## src/rtl/ks_string_voice.sv

```systemverilog
// Karplus-Strong plucked-string voice.
// A pluck fills a circular delay buffer of L words with LFSR noise (LOAD),
// then each sample strobe reads one word, outputs it and writes back the
// two-tap average of it and the previous sample, optionally decayed (PLAY).
//
// Handshake: out_valid is a single-cycle qualifier for out. It is raised on
// the clk edge that samples an accepted sample_en (latency 1 clk) and there
// is no back-pressure; out holds its value until the next accepted sample
// or until the note stops, when it returns to 0.
module ks_string_voice #(
  parameter int WIDTH       = 8,
  parameter int ADDR_W      = 8,
  parameter int DECAY_SHIFT = 0
) (
  input  logic              clk,
  input  logic              rst_n,
  input  logic              sample_en,
  input  logic              pluck,
  input  logic              mute,
  input  logic [ADDR_W-1:0] len_m1,
  output logic [WIDTH-1:0]  out,
  output logic              out_valid,
  output logic              busy,
  output logic [1:0]        o_dbg_state
);

  localparam int MAX_DEPTH = 2 ** ADDR_W;

  typedef enum logic [1:0] {
    S_IDLE = 2'd0,
    S_LOAD = 2'd1,
    S_PLAY = 2'd2
  } state_t;

  state_t                    r_state;
  state_t                    w_next;

  logic [ADDR_W-1:0]         r_lm1;    // loop length minus one, never below 1
  logic [ADDR_W-1:0]         r_idx;    // write index during LOAD
  logic [ADDR_W-1:0]         r_rd;     // read/write-back pointer during PLAY
  logic signed [WIDTH-1:0]   r_prev;
  logic [15:0]               r_lfsr;
  logic [WIDTH-1:0]          r_out;
  logic                      r_valid;
  logic [WIDTH-1:0]          r_buf [0:MAX_DEPTH-1];

  logic                      w_accept;
  logic                      w_load;
  logic                      w_step;
  logic [ADDR_W-1:0]         w_len_lm1;
  logic [15:0]               w_lfsr_next;
  logic signed [WIDTH-1:0]   w_x;
  logic signed [WIDTH:0]     w_sum;
  logic signed [WIDTH-1:0]   w_a;
  logic signed [WIDTH-1:0]   w_dec;
  logic                      w_we;
  logic [ADDR_W-1:0]         w_waddr;
  logic [WIDTH-1:0]          w_wdata;

  // Loop length of 1 would make the filter degenerate, so clamp to 2.
  assign w_len_lm1   = (len_m1 == '0) ? ADDR_W'(1) : len_m1;
  assign w_lfsr_next = {r_lfsr[14:0], r_lfsr[15] ^ r_lfsr[13] ^ r_lfsr[12] ^ r_lfsr[10]};

  // Averaging filter: sum in WIDTH+1 bits so it cannot wrap, then halve.
  assign w_x   = r_buf[r_rd];
  assign w_sum = $signed({w_x[WIDTH-1], w_x}) + $signed({r_prev[WIDTH-1], r_prev});
  assign w_a   = WIDTH'(w_sum >>> 1);

  generate
    if (DECAY_SHIFT > 0) begin : g_decay
      assign w_dec = w_a - (w_a >>> DECAY_SHIFT);
    end else begin : g_no_decay
      assign w_dec = w_a;
    end
  endgenerate

  // Single write port shared by the noise fill and the filter write-back.
  assign w_we    = w_load | w_step;
  assign w_waddr = w_load ? r_idx : r_rd;
  assign w_wdata = w_load ? r_lfsr[WIDTH-1:0] : w_dec;

  assign out         = r_out;
  assign out_valid   = r_valid;
  assign busy        = (r_state == S_LOAD);
  assign o_dbg_state = r_state;

  // FSM state register.
  always_ff @(posedge clk or negedge rst_n) begin
    if (!rst_n) r_state <= S_IDLE;
    else        r_state <= w_next;
  end

  // FSM next state: mute overrides everything, pluck is deaf during LOAD.
  always_comb begin
    w_next = r_state;
    if (mute) begin
      w_next = S_IDLE;
    end else begin
      case (r_state)
        S_IDLE:  if (pluck) w_next = S_LOAD;
        S_LOAD:  if (r_idx == r_lm1) w_next = S_PLAY;
        S_PLAY:  if (pluck) w_next = S_LOAD;
        default: w_next = S_IDLE;
      endcase
    end
  end

  // FSM outputs: control strobes for the datapath; pluck beats sample_en.
  always_comb begin
    w_accept = 1'b0;
    w_load   = 1'b0;
    w_step   = 1'b0;
    if (!mute) begin
      w_accept = pluck && (r_state != S_LOAD);
      w_load   = (r_state == S_LOAD);
      w_step   = sample_en && !pluck && (r_state == S_PLAY);
    end
  end

  // Datapath registers: note setup, noise fill, playback and output.
  always_ff @(posedge clk or negedge rst_n) begin
    if (!rst_n) begin
      r_lm1   <= ADDR_W'(1);
      r_idx   <= '0;
      r_rd    <= '0;
      r_prev  <= '0;
      r_lfsr  <= 16'hACE1;
      r_out   <= '0;
      r_valid <= 1'b0;
    end else begin
      r_valid <= w_step;
      if (w_accept) begin
        r_lm1  <= w_len_lm1;
        r_idx  <= '0;
        r_rd   <= '0;
        r_prev <= '0;
      end
      if (w_load) begin
        r_lfsr <= w_lfsr_next;
        r_idx  <= r_idx + ADDR_W'(1);
        if (r_idx == r_lm1) r_rd <= '0;
      end
      if (w_step) begin
        r_out  <= w_x;
        r_prev <= w_x;
        r_rd   <= (r_rd == r_lm1) ? '0 : r_rd + ADDR_W'(1);
      end else if (w_next != S_PLAY) begin
        r_out <= '0;
      end
    end
  end

  // Delay buffer storage; contents survive reset.
  always_ff @(posedge clk) begin
    if (w_we) r_buf[w_waddr] <= w_wdata;
  end

endmodule
```

## config.mk

```make
export PLATFORM = sky130hd
export DESIGN_NAME = ks_string_voice
export DESIGN_NICKNAME = d
export VERILOG_FILES = /design/src/rtl/ks_string_voice.sv
export SDC_FILE = /design/constraint.sdc
export NUM_CORES = 2
export LEC_CHECK = 0
export CORE_UTILIZATION = 45
export DETAILED_ROUTE_END_ITERATION = 10
export PLACE_DENSITY_LB_ADDON = 0.3
export SLEW_MARGIN = 20
export SYNTH_ARGS = -nofsm -noshare
export SYNTH_HDL_FRONTEND = slang
export SYNTH_SLANG_ARGS = --single-unit
export TNS_END_PERCENT = 5
```

## constraint.sdc

```tcl
create_clock -name clk -period 22.9 [get_ports clk]
set_clock_uncertainty 0.05 [all_clocks]
set_input_delay 4.58 -clock clk [delete_from_list [all_inputs] [get_ports clk]]
set_output_delay 4.58 -clock clk [all_outputs]
set_load 0.01 [all_outputs]
```

==> impl_metrics.yaml <==
yosys:
  synth_top_flop_cell: "edfxtp_1"
  synthesis.nets: 3761
  ys_types: 61
  synth_edf_count: 2048
  synth_top_cell_by_area: "edfxtp_1"
  ys_warn_count: 0
  synth_area_leaders: "edfxtp_1, mux4_2, dfrtp_1, nor2_1, nand2_1"
  synth_seq_cells: 2107
  avgSynthCellArea_um2: 21.99
  synth_top_area_share_pct: 74.82
  async_reset_ff_share_pct: 2.800
  ys_seq_area_share_pct: 76.63
  syn_area_um2: 82200
  synthCells: 3738
timing:
  fmax_mhz: 101.9
  relSlewSlack_pct: 21.10
  drv_slew: 0
  hold_viol: 0
  tns_ns: 0
  worst_pin_slew_ns: 1.179
  rsz0062_at_grt: "false"
  period_share_pct: 42.84
  setup_viol_count_final: 0
  fin_crit_ns: 9.811
placement:
  io_buffers: 24
  dp.final_hpwl_um: 120200
  gp_congestion: 0.8480
  dp_cells: 5985
power:
  cellLeakagePower_nw: 27.46
  peakVddDrop_v: 0.00007355
  combPwrFrac_pct: 2.3
  totalPowerFinal_mw: 7.641
  swShare_pct: 20.56
  seqPwrFrac_pct: 56.2
  powerDensity_nw_per_um2: 83.49
  p_int_mw: 6.070
  clock_power_share_pct: 41.5
  switchingPower_mw: 1.571
global_routing:
  grt_pass1_vias: 38710
  antenna_found_initial: 8
  track_usage_pct: 22.08
  overflow: 0
  grt_max_degree: 132
  grt_first_pass_wirelength_um: 289000
detailed_routing:
  antenna_left: 0
  dr.pass1.iters: 8
  wire_per_inst_um: 31.80
  vias: 38800
  drc: 0
  routed_wl_um: 202300
  via_per_inst: 6.098
  drt-initial-drc-count: 4853
min_path:
  hold_depth: 2
  worstHoldPathType: "flip-flop to flip-flop"
  holdPathEnd: "r_lfsr[6]$_DFFE_PN1P_"
  hp-start: "r_lfsr[6]$_DFFE_PN1P_"
cts:
  cts_root_buf: "clkbuf_16"
  clk_latency_ns: 0.85
  cts.repair.resized: 0
  clockBufferDepth: 3
  path_clk_slew_ns: 0.07
  post-cts-setup-buffers: 0
  cts_tree: "yes"
  clock-sinks: 2107
  cts_max_level: 4
  hold_buffers: 0
  cts-buffers-inserted: 200
floorplan:
  die_x_um: 429.4
  start_util_pct: 45.38
  die_area_um2: 184400
  die_h_um: 429.4
  placementRows: 156
  coreArea_um2: 181100
  pin_count: 25
worst_setup_path:
  critical_path_class: "flip-flop to flip-flop"
  worstPathArrival_ns: 10.28
  critPathSlowestCell: "buf_4"
  max_stage_delay_ns: 0.85
  r2r-start: "r_rd[0]$_DFF_PN0_"
  reg2reg_to: "r_buf[165][7]$_DFFE_PP_"
  crit_chain: "buf_4 -> buf_4 -> buf_12 -> buf_4 -> mux4_2 -> mux4_2 -> mux4_2 -> mux4_2 -> ha_1 -> nor2b_1 -> o21ai_0 -> nand2b_1 -> a21o_1 -> a21o_1 -> a2111oi_0 -> a21oi_1 -> a21oi_4 -> buf_4 -> buf_4"
  cp_top_family: "buffers and inverters"
  critical_path_buf_inv_count: 6
  critPathLaunchType: "flip-flop"
  critPathMostFrequentCell: "buf_4"
  r2r.worst_path.cells: 19
  setup.worst_path.end_class: "flip-flop"
  rrSetupSlack_ns: 13.09
  cp.required_ns: 23.37
  crit_fanout: 82
run:
  maxCapViolCount: 0
final_layout:
  drive_above_1_share_pct: 25.96
  area_growth_syn_to_layout_pct: 11.34
  stdcell_count: 6362
  fin_nets: 3841
  fill_cells: 14070
  final_common_cell: "edfxtp_1"
  final_cell_mix: "edfxtp_1, mux4_2, nor2_1"
run_status:
  status: "finished clean"
## flip-flops by register name, indices dropped and copies added (netlist names), 2 cells and up
name / count
r_rd: 8
r_prev: 8
r_buf: 2048
out: 8
r_lfsr: 16
r_lm1: 8
r_idx: 8
o_dbg_state: 2
## worst min-delay path, delay by kind of cell, from the launching register on
kind | cells | cell delay (ns)
DFF | 1 | 0.37
and+or+nand+nor | 2 | 0.09
## power by group through the flow
stage	Clock, mW	Combinational (mW)	Sequential, mW
2_1_floorplan	0	0.0898	4.44
3_3_place_gp	0	0.166	4.38
3_5_place_dp	0	0.174	4.38
4_1_cts	3.21	0.173	4.30
5_1_grt	3.34	0.187	4.29
6_report	3.17	0.174	4.30
## worst max path at each step
stage / from / depth (start not counted) / to
after floorplan: mute / 6 / r_buf[0][4]$_DFFE_PP_
after global placement: r_rd[0]$_DFF_PN0_ / 19 / r_buf[88][7]$_DFFE_PP_
after detailed placement: r_rd[0]$_DFF_PN0_ / 19 / r_buf[90][7]$_DFFE_PP_
after CTS: r_rd[0]$_DFF_PN0_ / 19 / r_buf[165][7]$_DFFE_PP_
after global routing: r_rd[0]$_DFF_PN0_ / 19 / r_buf[166][7]$_DFFE_PP_
final: r_rd[0]$_DFF_PN0_ / 19 / r_buf[165][7]$_DFFE_PP_
## layout make-up
type,count,area (um^2),area share (%)
sequential,2107,63000,68.84
multi-input combinational,1401,18400,20.11
clock buffer,265,5400,5.901
tap,2370,2965,3.240
timing repair buffer,96,862.1,0.9420
clock inverter,110,830.8,0.9078
inverter,12,52.55,0.05742
antenna,1,2.502,0.002734
## cells in the mapped netlist (7+ instances only)
cell / count
nor2b_1: 10
clkbuf_1: 115
nand3_1: 15
o31ai_1: 12
ha_1: 9
buf_1: 33
mux4_2: 619
mux2_2: 10
xnor2_1: 23
inv_1: 11
buf_4: 10
o22ai_1: 9
o221ai_1: 7
a21o_1: 8
a22oi_1: 16
a21oi_1: 20
dfrtp_1: 50
buf_2: 56
edfxtp_1: 2048
o21ai_0: 34
nand4_1: 7
mux2i_1: 57
dfstp_2: 9
nand2_1: 165
nor2_1: 280
nand3b_1: 9
nor3_1: 11
## logic make-up (layout without fill, tap and decap cells)
| family | Yosys count | after routing | synth area share, % |
|---|---|---|---|
| flip-flops | 2107 | 2107 | 76.63 |
| multiplexers | 686 | 686 | 17.79 |
| AND/OR/NAND/NOR | 524 | 524 | 2.618 |
| buffers and inverters | 230 | 483 | 1.218 |
| AO/OA/AOI/OAI | 157 | 157 | 1.329 |
| XOR/XNOR | 24 | 24 | 0.2557 |
| adder cells (fa/ha/maj) | 10 | 10 | 0.1614 |
| other | 0 | 1 | 0 |
## per-layer routing
layer	global-route usage, %	wire [um]	vias to the layer above
met4	7.389	6330	6
met5	0	47	-
li1	-	-	15830
met2	34.88	97400	1806
met1	30.92	81650	20810
met3	4.428	16900	342
## per-stage QoR
step	util [%]	cell area [um^2]	hold slack, ns	setup WS, ns
finish	50.53	91520	0.4113	13.09
global route	50.52	91520	0.4414	12.28
floorplan	-	82200	0.3886	4.738
CTS	50.49	91460	0.4110	12.89
global placement	47.04	85210	0.3986	12.85
detailed placement	47.05	85230	0.4003	12.87
No activity file was read; power rests on OpenSTA's default activity.
